**src/rtl/dac_spi_pkg.sv**
```systemverilog
// Shared constants, FSM encoding and sample/frame helpers for the
// ADC -> LTC2624 DAC loopback writer.
package dac_spi_pkg;

  localparam int FRAME_W = 32;
  localparam int ADC_W   = 14;
  localparam int DAC_W   = 12;

  localparam logic [3:0] DAC_CMD_DEF  = 4'b0011;  // write to and update
  localparam logic [3:0] DAC_ADDR_DEF = 4'b1111;  // all channels

  typedef enum logic [2:0] {
    ST_IDLE,
    ST_SETUP,
    ST_SCK_HI,
    ST_SCK_LO,
    ST_GAP
  } state_e;

  // Two's complement -> offset binary: flip the sign bit, drop the 2 LSBs.
  function automatic logic [DAC_W-1:0] sample_to_code(input logic [ADC_W-1:0] s);
    return {~s[ADC_W-1], s[ADC_W-2:2]};
  endfunction

  // 32-bit LTC2624 word, bit 31 shifted first.
  function automatic logic [FRAME_W-1:0] build_frame(input logic [3:0]       cmd,
                                                      input logic [3:0]       addr,
                                                      input logic [DAC_W-1:0] code);
    return {8'h00, cmd, addr, code, 4'h0};
  endfunction

endpackage

```
**src/rtl/spi_tx_shift32.sv**
```systemverilog
// 32-bit MSB-first shift register with SCK half-period divider and bit
// counter. Sequencing is owned by the parent FSM through load/shift/reload.
module spi_tx_shift32
  import dac_spi_pkg::*;
#(
  parameter int CLK_DIV = 2
) (
  input  logic               clk_i,
  input  logic               rst_i,
  input  logic               load_i,      // capture frame_i, clear bit counter
  input  logic               shift_i,     // advance to next bit
  input  logic               reload_i,    // restart divider (state change)
  input  logic               long_i,      // reload with the 2*D gap length
  input  logic [FRAME_W-1:0] frame_i,
  output logic               mosi_o,
  output logic               div_done_o,  // last cycle of current interval
  output logic               last_bit_o   // all 32 bits have been shifted
);

  localparam logic [8:0] HALF_RL = 9'(CLK_DIV - 1);
  localparam logic [8:0] GAP_RL  = 9'(2 * CLK_DIV - 1);

  logic [FRAME_W-1:0] shreg_q, shreg_d;
  logic [8:0]         div_q,   div_d;
  logic [4:0]         bit_q,   bit_d;
  logic               term_q,  term_d;

  // Next-state: shift register fills with zeros so MOSI idles low after bit 0;
  // bit counter saturates at 31 and raises the terminal flag instead of wrapping.
  always_comb begin
    shreg_d = shreg_q;
    bit_d   = bit_q;
    term_d  = term_q;
    div_d   = div_q;
    if (load_i) begin
      shreg_d = frame_i;
      bit_d   = '0;
      term_d  = 1'b0;
    end else if (shift_i) begin
      shreg_d = {shreg_q[FRAME_W-2:0], 1'b0};
      if (bit_q == 5'd31) term_d = 1'b1;
      else                bit_d  = bit_q + 5'd1;
    end
    if (reload_i)          div_d = long_i ? GAP_RL : HALF_RL;
    else if (div_q != '0)  div_d = div_q - 9'd1;
  end

  // State registers, cleared by the synchronous reset.
  always_ff @(posedge clk_i) begin
    if (rst_i) begin
      shreg_q <= '0;
      div_q   <= '0;
      bit_q   <= '0;
      term_q  <= 1'b0;
    end else begin
      shreg_q <= shreg_d;
      div_q   <= div_d;
      bit_q   <= bit_d;
      term_q  <= term_d;
    end
  end

  assign mosi_o     = shreg_q[FRAME_W-1];
  assign div_done_o = (div_q == '0);
  assign last_bit_o = term_q;

endmodule

```
**src/rtl/dac_sample_writer.sv**
```systemverilog
// Accepts one ADC sample per valid/ready handshake, converts it to 12-bit
// offset binary and shifts a write-and-update frame to the LTC2624 DAC.
module dac_sample_writer
  import dac_spi_pkg::*;
#(
  parameter int         CLK_DIV  = 2,
  parameter logic [3:0] DAC_CMD  = DAC_CMD_DEF,
  parameter logic [3:0] DAC_ADDR = DAC_ADDR_DEF
) (
  input  logic        clock_in,
  input  logic        reset,
  input  logic [13:0] sample_in,
  input  logic        sample_valid,
  output logic        sample_ready,
  output logic        dac_cs,
  output logic        dac_sck,
  output logic        dac_mosi,
  output logic        dac_clr,
  output logic        busy,
  output logic        frame_done
);

  state_e state_q;
  logic   ready_q, cs_q, sck_q, clr_q, busy_q, done_q;

  logic               accept, div_done, last_bit, sh_shift, sh_reload, sh_long;
  logic [FRAME_W-1:0] frame;

  assign accept    = (state_q == ST_IDLE) && ready_q && sample_valid;
  assign frame     = build_frame(DAC_CMD, DAC_ADDR, sample_to_code(sample_in));
  // Bit advances on the falling SCK edge, i.e. leaving SCK_HI.
  assign sh_shift  = (state_q == ST_SCK_HI) && div_done;
  // Divider restarts on every state change.
  assign sh_reload = accept || ((state_q != ST_IDLE) && div_done);
  assign sh_long   = (state_q == ST_SCK_LO) && last_bit;

  spi_tx_shift32 #(.CLK_DIV(CLK_DIV)) u_shift (
    .clk_i      (clock_in),
    .rst_i      (reset),
    .load_i     (accept),
    .shift_i    (sh_shift),
    .reload_i   (sh_reload),
    .long_i     (sh_long),
    .frame_i    (frame),
    .mosi_o     (dac_mosi),
    .div_done_o (div_done),
    .last_bit_o (last_bit)
  );

  // Frame sequencer; every output is a register updated with the transition.
  always_ff @(posedge clock_in) begin
    if (reset) begin
      state_q <= ST_IDLE;
      ready_q <= 1'b0;
      cs_q    <= 1'b1;
      sck_q   <= 1'b0;
      clr_q   <= 1'b0;
      busy_q  <= 1'b0;
      done_q  <= 1'b0;
    end else begin
      clr_q  <= 1'b1;
      done_q <= 1'b0;
      case (state_q)
        ST_IDLE: begin
          if (accept) begin
            state_q <= ST_SETUP;
            cs_q    <= 1'b0;
            busy_q  <= 1'b1;
            ready_q <= 1'b0;
          end else begin
            ready_q <= 1'b1;
          end
        end
        ST_SETUP: if (div_done) begin
          state_q <= ST_SCK_HI;
          sck_q   <= 1'b1;
        end
        ST_SCK_HI: if (div_done) begin
          state_q <= ST_SCK_LO;
          sck_q   <= 1'b0;
        end
        ST_SCK_LO: if (div_done) begin
          if (last_bit) begin
            state_q <= ST_GAP;
            cs_q    <= 1'b1;
            done_q  <= 1'b1;
          end else begin
            state_q <= ST_SCK_HI;
            sck_q   <= 1'b1;
          end
        end
        ST_GAP: if (div_done) begin
          state_q <= ST_IDLE;
          busy_q  <= 1'b0;
          ready_q <= 1'b1;
        end
        default: state_q <= ST_IDLE;
      endcase
    end
  end

  assign sample_ready = ready_q;
  assign dac_cs       = cs_q;
  assign dac_sck      = sck_q;
  assign dac_clr      = clr_q;
  assign busy         = busy_q;
  assign frame_done   = done_q;

endmodule

```
**config.mk**
```make
export PLATFORM = sky130hd
export DESIGN_NAME = dac_sample_writer
export DESIGN_NICKNAME = d
export VERILOG_FILES = /design/src/rtl/dac_spi_pkg.sv /design/src/rtl/spi_tx_shift32.sv /design/src/rtl/dac_sample_writer.sv
export SDC_FILE = /design/constraint.sdc
export NUM_CORES = 1
export LEC_CHECK = 0
export CORE_MARGIN = 2
export CORE_UTILIZATION = 55
export CTS_BUF_LIST = sky130_fd_sc_hd__clkbuf_16
export DETAILED_ROUTE_END_ITERATION = 10
export PLACE_DENSITY = 0.75
export SLEW_MARGIN = 25
export SYNTH_ARGS = -nofsm -noshare
export SYNTH_HDL_FRONTEND = slang
export SYNTH_SLANG_ARGS = --single-unit
```
**constraint.sdc**
```tcl
create_clock -name clock_in -period 2.8 [get_ports clock_in]
set_clock_uncertainty 0.2 [all_clocks]
set_input_delay 0.56 -clock clock_in [delete_from_list [all_inputs] [get_ports clock_in]]
set_output_delay 0.56 -clock clock_in [all_outputs]
set_load 0.02 [all_outputs]
```
== After elaboration in Yosys (flattened, before gate mapping) ==
Cells that the tools add are included.

* Output and inout port bits: 7
* Word-level logic and storage cells: 81
* Input port bits: 17
* Register bits: 52

* Equal/unequal tests: 12
* Add/subtract/negate cells: 2
* Bitwise operators: 4
* Reduce and logical (&&, ||, !) cells: 24
* Muxes and demuxes: 27

{| class="wikitable"
|+ Operators by type and width
! operator !! number
|-
| 22-bit two-way mux || 2
|-
| 3-bit two-way mux || 6
|-
| 9-bit two-way mux || 2
|-
| 3-bit one-hot mux with 5 select lines || 1
|-
| 2-bit inequality test, second input constant || 6
|-
| 1-bit two-way mux || 11
|-
| 5-bit AND reduction || 2
|-
| 9-bit logical NOT || 1
|-
| 9-bit nonzero test || 1
|-
| 9-bit by 1-bit subtractor with 9-bit output, second input constant || 1
|-
| 2-bit nonzero test || 4
|-
| 3-bit by 2-bit equality test with 1-bit output, second input constant || 2
|-
| 1-bit one-hot mux with 2 select lines || 3
|-
| 2-bit AND reduction || 3
|-
| 3-bit nonzero test || 2
|-
| 5-bit by 1-bit adder with 5-bit output, second input constant || 1
|-
| 5-bit equality test, second input constant || 1
|-
| 1-bit logical AND || 5
|-
| 1-bit NOT || 4
|-
| 4-bit AND reduction || 1
|-
| 3-bit by 1-bit equality test with 1-bit output, second input constant || 1
|-
| 3-bit equality test, second input constant || 1
|-
| 3-bit logical NOT || 1
|-
| 1-bit one-hot mux with 3 select lines || 1
|-
| 6 further kinds || 6
|}

== Longest topological paths before layout ==
Gate-level depths: netlist (run 1).

* Word-level depth: 5
* Depth in mapped cells: 7
* Gate-level depth less buffers: 6

== Hierarchy ==
Synthesis (run 1) repeated with hierarchy kept, for this count alone.

* Cell total of the unflattened synthesis: 275
* Area, all modules: 2,652.5 sq um

{| class="wikitable"
|+ Modules (own cells, without submodules)
! module !! area each (sq um) !! cells each !! instances !! seq. area each (sq um)
|-
| spi_tx_shift32 || 2,239.6 || 228 || 1 || 940.9
|-
| dac_sample_writer || 412.9 || 47 || 1 || 180.2
|}

== Worst setup path before layout (run 1) ==
Ideal clock, no wire load.

* Path kind: register to register
* Start: reg u_shift.div_q[0]
* End: reg u_shift.div_q[0]
* Clock period less this slack: 2.068 ns
* Path buffers: 0
* Required time: 2.470 ns
* Arrival: 1.738 ns
* Setup slack: 0.732 ns
* Setup time: 0.130 ns
* Stages on the path, launching flop included: 7
* Cells stage by stage: dfxtp_1 > inv_1 > ha_1 > or4b_4 > or4_4 > o21ai_2 > a21oi_2

* Cells in the longest elaborated chain, start to end: 4
* Elaborated cells on any way between the ends: 8
* Those cells by class: add/sub: 1; mux: 2; reduce/logical: 5

{| class="wikitable"
|+ RTL lines
! item !! line !! text
|-
| start, declared || spi_tx_shift32.sv:24 || <nowiki>logic [8:0] div_q, div_d;</nowiki>
|-
| start signal, assigned || spi_tx_shift32.sv:57 || <nowiki>div_q <= div_d;</nowiki>
|-
| branches (longest 4 deep; another with 9-bit by 1-bit subtractor with 9-bit output) || n/a ||
|}

Parallel ways; which one is timed is not known. The select of a mux whose other input is x is not followed.
A chain may end at the register's enable or synchronous reset.

== Final worst setup path (run 1) ==
* Start: reg u_shift.div_q[0]
* End: reg state_q[0]

* Cells in the longest elaborated chain, start to end: 3
* Elaborated cells on any way between the ends: 6
* Those cells by class: eq/ne: 4; reduce/logical: 2

{| class="wikitable"
|+ RTL lines
! item !! line !! text
|-
| 9-bit logical NOT (*) || spi_tx_shift32.sv:64 || <nowiki>assign div_done_o = (div_q == '0);</nowiki>
|-
| 2-bit inequality test (no line) || n/a ||
|-
| 5-bit AND reduction (no line) (*) || n/a ||
|-
| end signal, assigned || dac_sample_writer.sv:53 || <nowiki>state_q <= ST_IDLE;</nowiki>
|-
| end signal, assigned || dac_sample_writer.sv:66 || <nowiki>state_q <= ST_SETUP;</nowiki>
|-
| end signal, assigned || dac_sample_writer.sv:75 || <nowiki>state_q <= ST_SCK_HI;</nowiki>
|-
| end, declared || dac_sample_writer.sv:23 || <nowiki>state_e state_q;</nowiki>
|}

Mark *: on every way between the ends. The rest lies on a longest branch, timed or not.

==> results of run 1 <==
-- flip-flops by register name, summed over array words and instances (netlist names) --
name	cells
dac_sck	1
u_shift.last_bit_o	1
dac_clr	1
u_shift.shreg_q	28
busy	1
frame_done	1
state_q	3
dac_cs	1
sample_ready	1
u_shift.div_q	9
u_shift.bit_q	5
-- stage by stage --
| stage | hold WS, ns | setup slack, ns | cells |
|---|---|---|---|
| after floorplan | 0.2321 | 0.7317 | 263 |
| after global placement | 0.2391 | 0.5132 | 319 |
| after detailed placement | 0.2427 | 0.5350 | 319 |
| after CTS | 0.2538 | 0.5274 | 327 |
| after global routing | 0.2657 | 0.3777 | 327 |
| final | 0.2499 | 0.5205 | 327 |
-- layer usage --
metal  GRT usage  vias to the layer above  wire length (um)
li1            -                      943                 -
met1      0.2700                      826              2076
met2      0.3280                       28              1765
met3     0.05167                        6               151
met4     0.06888                        0                53
met5           0                        -                 0
-- worst max path at each step --
stage	from	endpoint	slack, ns	cells after the start
5_1_grt	u_shift.div_q[0]	state_q[0]	0.38	6
3_3_place_gp	sample_valid	u_shift.div_q[1]	0.51	5
6_report	u_shift.div_q[0]	state_q[0]	0.52	6
3_5_place_dp	sample_valid	u_shift.div_q[6]	0.53	5
2_1_floorplan	u_shift.div_q[0]	u_shift.div_q[0]	0.73	6
4_1_cts	u_shift.div_q[0]	state_q[0]	0.53	6
-- cell families (layout without fill, tap and decap cells) --
logic type,Yosys count,count (layout),synth area share
simple gates,121,121,0.2631
compound gates,62,62,0.1872
flops,52,52,0.4749
buf+inv,23,39,0.04966
fa+ha+maj,3,3,0.01713
xor+xnor,2,2,0.007992
-- placed cells by master (no fill, tap or decap), drive strengths merged, types with 4 or more instances in the layout --
| master | netlist | final |
|---|---|---|
| inv | 5 | 5 |
| clkbuf | 7 | 5 |
| nand3 | 8 | 8 |
| a311oi | 11 | 11 |
| nor2 | 23 | 23 |
| o21ai | 5 | 5 |
| nand2 | 65 | 65 |
| nor3 | 4 | 4 |
| a31oi | 7 | 7 |
| buf | 11 | 5 |
| a21oi | 28 | 28 |
| clkdlybuf4s50 | 0 | 21 |
| dfxtp | 52 | 52 |
-- layout make-up --
| type | instances | area, sq um | area share |
|---|---|---|---|
| clock inverters | 3 | 42.54 | 0.01650 |
| well taps | 48 | 60.06 | 0.02330 |
| flip-flops and latches | 52 | 1041 | 0.4039 |
| clock buffers | 5 | 125.1 | 0.04854 |
| multi-input cells | 188 | 1042 | 0.4044 |
| repair buffers | 26 | 247.7 | 0.09612 |
| inverters | 5 | 18.77 | 0.007282 |
-- power by group through the flow --
stage / Clock (mW) / Combinational, mW / Sequential [mW]
after floorplan: 0 / 0.544 / 0.964
after global placement: 0 / 0.682 / 0.974
after detailed placement: 0 / 0.688 / 0.976
after CTS: 0.693 / 0.694 / 0.960
after global routing: 0.715 / 0.776 / 0.980
final: 0.678 / 0.693 / 0.961
-- worst min-delay path, delay by kind of cell (launching register included) --
family	cells	cell delay [ns]
flip-flops	1	0.31
AO/OA/AOI/OAI	1	0.05
AND/OR/NAND/NOR	1	0.05
==> results.cfg, run 1 <==
[status]
status = complete, no violations

[sta]
timing.fmax_mhz = 438.7
slew_headroom = 0.6851
worst_slew_pin_slew_ns = 0.4707
timing_hold_violations_final = 0
totalNegativeSetupSlack_ns = 0
post_route_fraction_of_the_period_consumed_by_the_critical_path = 0.8141
final-max-slew-violation-count = 0
fin_crit_ns = 2.279
grt_setup_unrepaired = no
setup_viol = 0

[critical_path]
worst_setup_path_start_kind = flop
worstPathArrival_ns = 2.26
worst_path_dominant_cell_family = simple AND/OR/NAND/NOR gates
critical_path.endpoint_type = flop
path_max_fanout = 7
cp.required_ns = 2.78
rr_startpoint = u_shift.div_q[0]
cp_slowest_stage_delay_ns = 0.53
worst-r2r-setup-slack_ns = 0.52
cp.buffers_inverters = 1
worstPathCellList = inv_1 > ha_1 > or4b_4 > nor2_2 > a211oi_1 > a2111oi_2
setup.worst_path.class = reg -> reg
worst_r2r_path_depth = 6
cp_slowest_cell = sky130_fd_sc_hd__or4b_4
reg2reg_to = state_q[0]

[yosys]
yosys-top-cells-count = 64 x sky130_fd_sc_hd__nand2_1, 52 x sky130_fd_sc_hd__dfxtp_1, 27 x sky130_fd_sc_hd__a21oi_1
distinct_cell_type_count_after_synthesis = 42
synth-edff-count = 0
mapped_cell_area_sq_mm = 0.002192
postSynth.asyncResetShare = 0
ys_dominant_reg_cell = sky130_fd_sc_hd__dfxtp_1
syn_inst = 263
share_of_the_synthesized_area_in_the_top_cell_type = 0.4749
yosys_warnings = 0
synth_largest_area_cell = sky130_fd_sc_hd__dfxtp_1
synth.area.top_cells = sky130_fd_sc_hd__dfxtp_1 47%, sky130_fd_sc_hd__nand2_1 11%, sky130_fd_sc_hd__a21oi_1 6.2%
postSynthRegisterBits = 52
syn-num-nets = 283
synth_sequential_area_ratio = 0.4749
synth.most_common_cell = sky130_fd_sc_hd__nand2_1
syn_area_per_cell_sq_um = 8.335

[die]
floorplan.die.width_um = 67.13
core_sq_mm = 0.003744
die_outline_area_sq_mm = 0.004506
floorplan.initialDensity = 0.5856
dieHeight_um = 67.13
ioPinCount = 24
number_of_standard_cell_rows_in_the_floorplan = 22

[routing]
route.vias.total = 1803
violation_count_after_the_first_detailed_route_iteration = 79
drt_pre_antenna_iters = 4
ant_nets = 0
wirelength_um = 4047
routed_wire_length_per_instance_um = 12.38
drt_drc_violations_left = 0
viasPerCell = 5.514

[clock_tree]
cts_inserted_buffers = 5
clock_latency_ns = 0.28
postCtsSetupBuffers = 0
cts_htree_levels = 2
number_of_sinks_driven_by_the_clock_tree = 52
postCtsResizedCells = 0
tritoncts = built
cts-hold-fix-buffers = 0
clk_root_buffer_cell = sky130_fd_sc_hd__clkbuf_16
clk_transition_reported_paths_ns = 0.07
clock_tree.buffer_depth = 2

[final_layout]
layout-area-overhead-vs-synth_pct = 17.58
layout.filler_cells = 310
finalInstanceArea_sq_mm = 0.002577
nNetsFinal = 298
final_util = 0.6885
layout-drive-gt1-share = 0.08961
n_antenna_cell = 0

[placement]
numPortBuffers = 21
placed_cell_area_sq_mm = 0.002410
gp_congestion = 0.7674
dp_hpwl_um = 2579

[run]
maxCapViolCount = 0

[grt]
antenna_violations_before_repair = 0
gr-total-overflow = 0
grt_pass1_vias = 1648
grt_use_total = 0.2048
first_pass_grt_wire_length_um = 7100
grt_max_degree = 31

[min_path]
worst_hold_path.num_cells = 2
hold_path_end = u_shift.shreg_q[22]
hold_start = u_shift.shreg_q[21]
tightest_hold_check_type = reg -> reg

[pwr]
power_switching_share = 0.3211
power_density_mw_per_mm2 = 904.4
p_leak_nw = 0.9127
power_report.internal_total_mw = 1.583
total_switching_power_mw = 0.7485
fin_total_pwr_mw = 2.331
p_comb_frac = 0.297
clockPowerShare = 0.291
sequentialPowerShare = 0.412
vdd.ir_drop.worst_uv = 559.7
No activity file was read; power rests on OpenSTA's default activity.
==> run 2: changes to the inputs <==
- clock period: 2.8 -> 2.1 ns (I/O delays scaled with it)
==> run 2 against run 1 <==
Design area rose by 5.8%; sequential cell count did not move; global-route usage increased by 1.4 points; first-iteration DRC count increased by 70%; critical path depth stayed put; largest power group unchanged; highest routed layer unchanged.
==> results.cfg, run 2 (synthesis gave the netlist of run 1 again) <==
[grt]
antenna_violations_before_repair = 0
grt_use_total = 0.2190
first_pass_grt_wire_length_um = 7569
gr-total-overflow = 0
grt_pass1_vias = 1719
grt_max_degree = 31

[sta]
timing_hold_violations_final = 0
worst_slew_pin_slew_ns = 0.3398
setup_viol = 0
post_route_fraction_of_the_period_consumed_by_the_critical_path = 0.9710
timing.fmax_mhz = 490.4
slew_headroom = 0.7716
totalNegativeSetupSlack_ns = 0
final-max-slew-violation-count = 0
fin_crit_ns = 2.039
grt_setup_unrepaired = no

[clock_tree]
cts_inserted_buffers = 5
clock_tree.buffer_depth = 2
clock_latency_ns = 0.28
number_of_sinks_driven_by_the_clock_tree = 52
tritoncts = built
clk_transition_reported_paths_ns = 0.07
clk_root_buffer_cell = sky130_fd_sc_hd__clkbuf_16
cts_htree_levels = 2

[die]
core_sq_mm = 0.003744
number_of_standard_cell_rows_in_the_floorplan = 22
dieHeight_um = 67.13
floorplan.initialDensity = 0.5856
die_outline_area_sq_mm = 0.004506
ioPinCount = 24
floorplan.die.width_um = 67.13

[final_layout]
finalInstanceArea_sq_mm = 0.002728
top_library_cells_by_usage_in_the_layout_fill_and_taps_aside = 64 x sky130_fd_sc_hd__nand2_1, 52 x sky130_fd_sc_hd__dfxtp_1, 27 x sky130_fd_sc_hd__a21oi_1
nNetsFinal = 309
layout-drive-gt1-share = 0.1345
largest_register_ffs = 28
largest_registers = u_shift.shreg_q: 28 flops, u_shift.div_q: 9 flops, u_shift.bit_q: 5 flops
layout-area-overhead-vs-synth_pct = 24.43
layout_commonest_cell = sky130_fd_sc_hd__nand2_1
n_antenna_cell = 0
top_register = u_shift.shreg_q

[min_path]
tightest_hold_check_type = reg -> reg
hold_start = u_shift.shreg_q[22]
hold_path_end = u_shift.shreg_q[23]
worst_hold_path.num_cells = 2

[critical_path]
cp.required_ns = 2.08
worst_r2r_path_depth = 6
setup.worst_path.class = reg -> reg
rr_startpoint = u_shift.div_q[0]
path_max_fanout = 5
reg2reg_to = u_shift.div_q[0]
worst_setup_path_start_kind = flop
worst-r2r-setup-slack_ns = 0.06
worstPathArrival_ns = 2.01
critical_path.endpoint_type = flop

[pwr]
power_density_mw_per_mm2 = 1213
vdd.ir_drop.worst_uv = 707.8
fin_total_pwr_mw = 3.308
p_leak_nw = 0.9841

[routing]
violation_count_after_the_first_detailed_route_iteration = 134
drt_drc_violations_left = 0
drt_pre_antenna_iters = 4
routed_wire_length_per_instance_um = 12.95
ant_nets = 0
wirelength_um = 4378
viasPerCell = 5.429
route.vias.total = 1835

[placement]
placed_cell_area_sq_mm = 0.002542
numPortBuffers = 21
dp_hpwl_um = 2837
gp_congestion = 0.8179

[run]
maxCapViolCount = 0

[status]
status = complete, no violations
==> run 2: worst max path at each step <==
stage / from / to / slack [ns] / cells after the start
after floorplan: u_shift.div_q[0] / u_shift.div_q[0] / 0.03 / 6
after global placement: u_shift.div_q[0] / u_shift.div_q[0] / 0.02 / 6
after detailed placement: u_shift.div_q[0] / state_q[0] / 0.0005 / 6
after CTS: u_shift.div_q[0] / u_shift.div_q[0] / 0.009 / 6
after global routing: u_shift.bit_q[0] / u_shift.bit_q[2] / 0.01 / 6
final: u_shift.div_q[0] / u_shift.div_q[0] / 0.06 / 6
==> run 2: metal layers <==
layer  global-route usage  vias to the layer above  part of all wire
li1                     -                      966                 -
met1               0.2809                      843              0.49
met2               0.3800                       24              0.48
met3              0.03667                        2             0.025
met4              0.06122                        0            0.0057
met5                    0                        -                 0
==> run 2: power breakdown <==
| part | internal, mW | switching [mW] | total (mW) |
|---|---|---|---|
| clock | 0.559 | 0.340 | 0.899 |
| sequential | 1.14 | 0.131 | 1.27 |
| combinational | 0.548 | 0.589 | 1.14 |
==> run 2: final cells by class <==
type	instances	area (sq um)
Clock buffer	5	125.1
Sequential cell	52	1041
Clock inverter	3	42.54
Multi-Input combinational cell	188	1060
Fill cell	298	1016
Timing Repair Buffer	37	380.4
Tap cell	48	60.06
Inverter	5	18.77
==> run 2: metrics by stage <==
step | util | setup WS (ns) | instances | hold slack [ns]
6_report | 0.7286 | 0.06100 | 338 | 0.2523
5_1_grt | 0.7286 | 0.01342 | 338 | 0.2782
4_1_cts | 0.7246 | 0.009399 | 338 | 0.2565
3_5_place_dp | 0.6791 | 0.0004686 | 330 | 0.2458
3_3_place_gp | 0.6791 | 0.02015 | 330 | 0.2367
2_1_floorplan | - | 0.03167 | 263 | 0.2321
==> run 2: critical path, stage by stage, from the launching register on <==
cell,delay [ns]
sky130_fd_sc_hd__dfxtp_1,0.32
sky130_fd_sc_hd__inv_2,0.08
sky130_fd_sc_hd__ha_4,0.15
sky130_fd_sc_hd__or4b_4,0.51
sky130_fd_sc_hd__or4_4,0.54
sky130_fd_sc_hd__o21ai_2,0.08
sky130_fd_sc_hd__a21oi_2,0.06
==> run 2: timing repair <==
action,4_1_cts,5_1_grt
endpoints found under the setup margin,1,4
resized for setup,1,4
hold buffers,0,0
pin swaps,0,0
endpoints found under the hold margin,0,0
buffers inserted,0,0
==> run 3: changes to the inputs <==
- ABC_CLOCK_PERIOD_IN_PS: not set -> 2100
==> results of run 3 <==
Same layout as run 2: the final DEF is identical, and so are final timing and power.
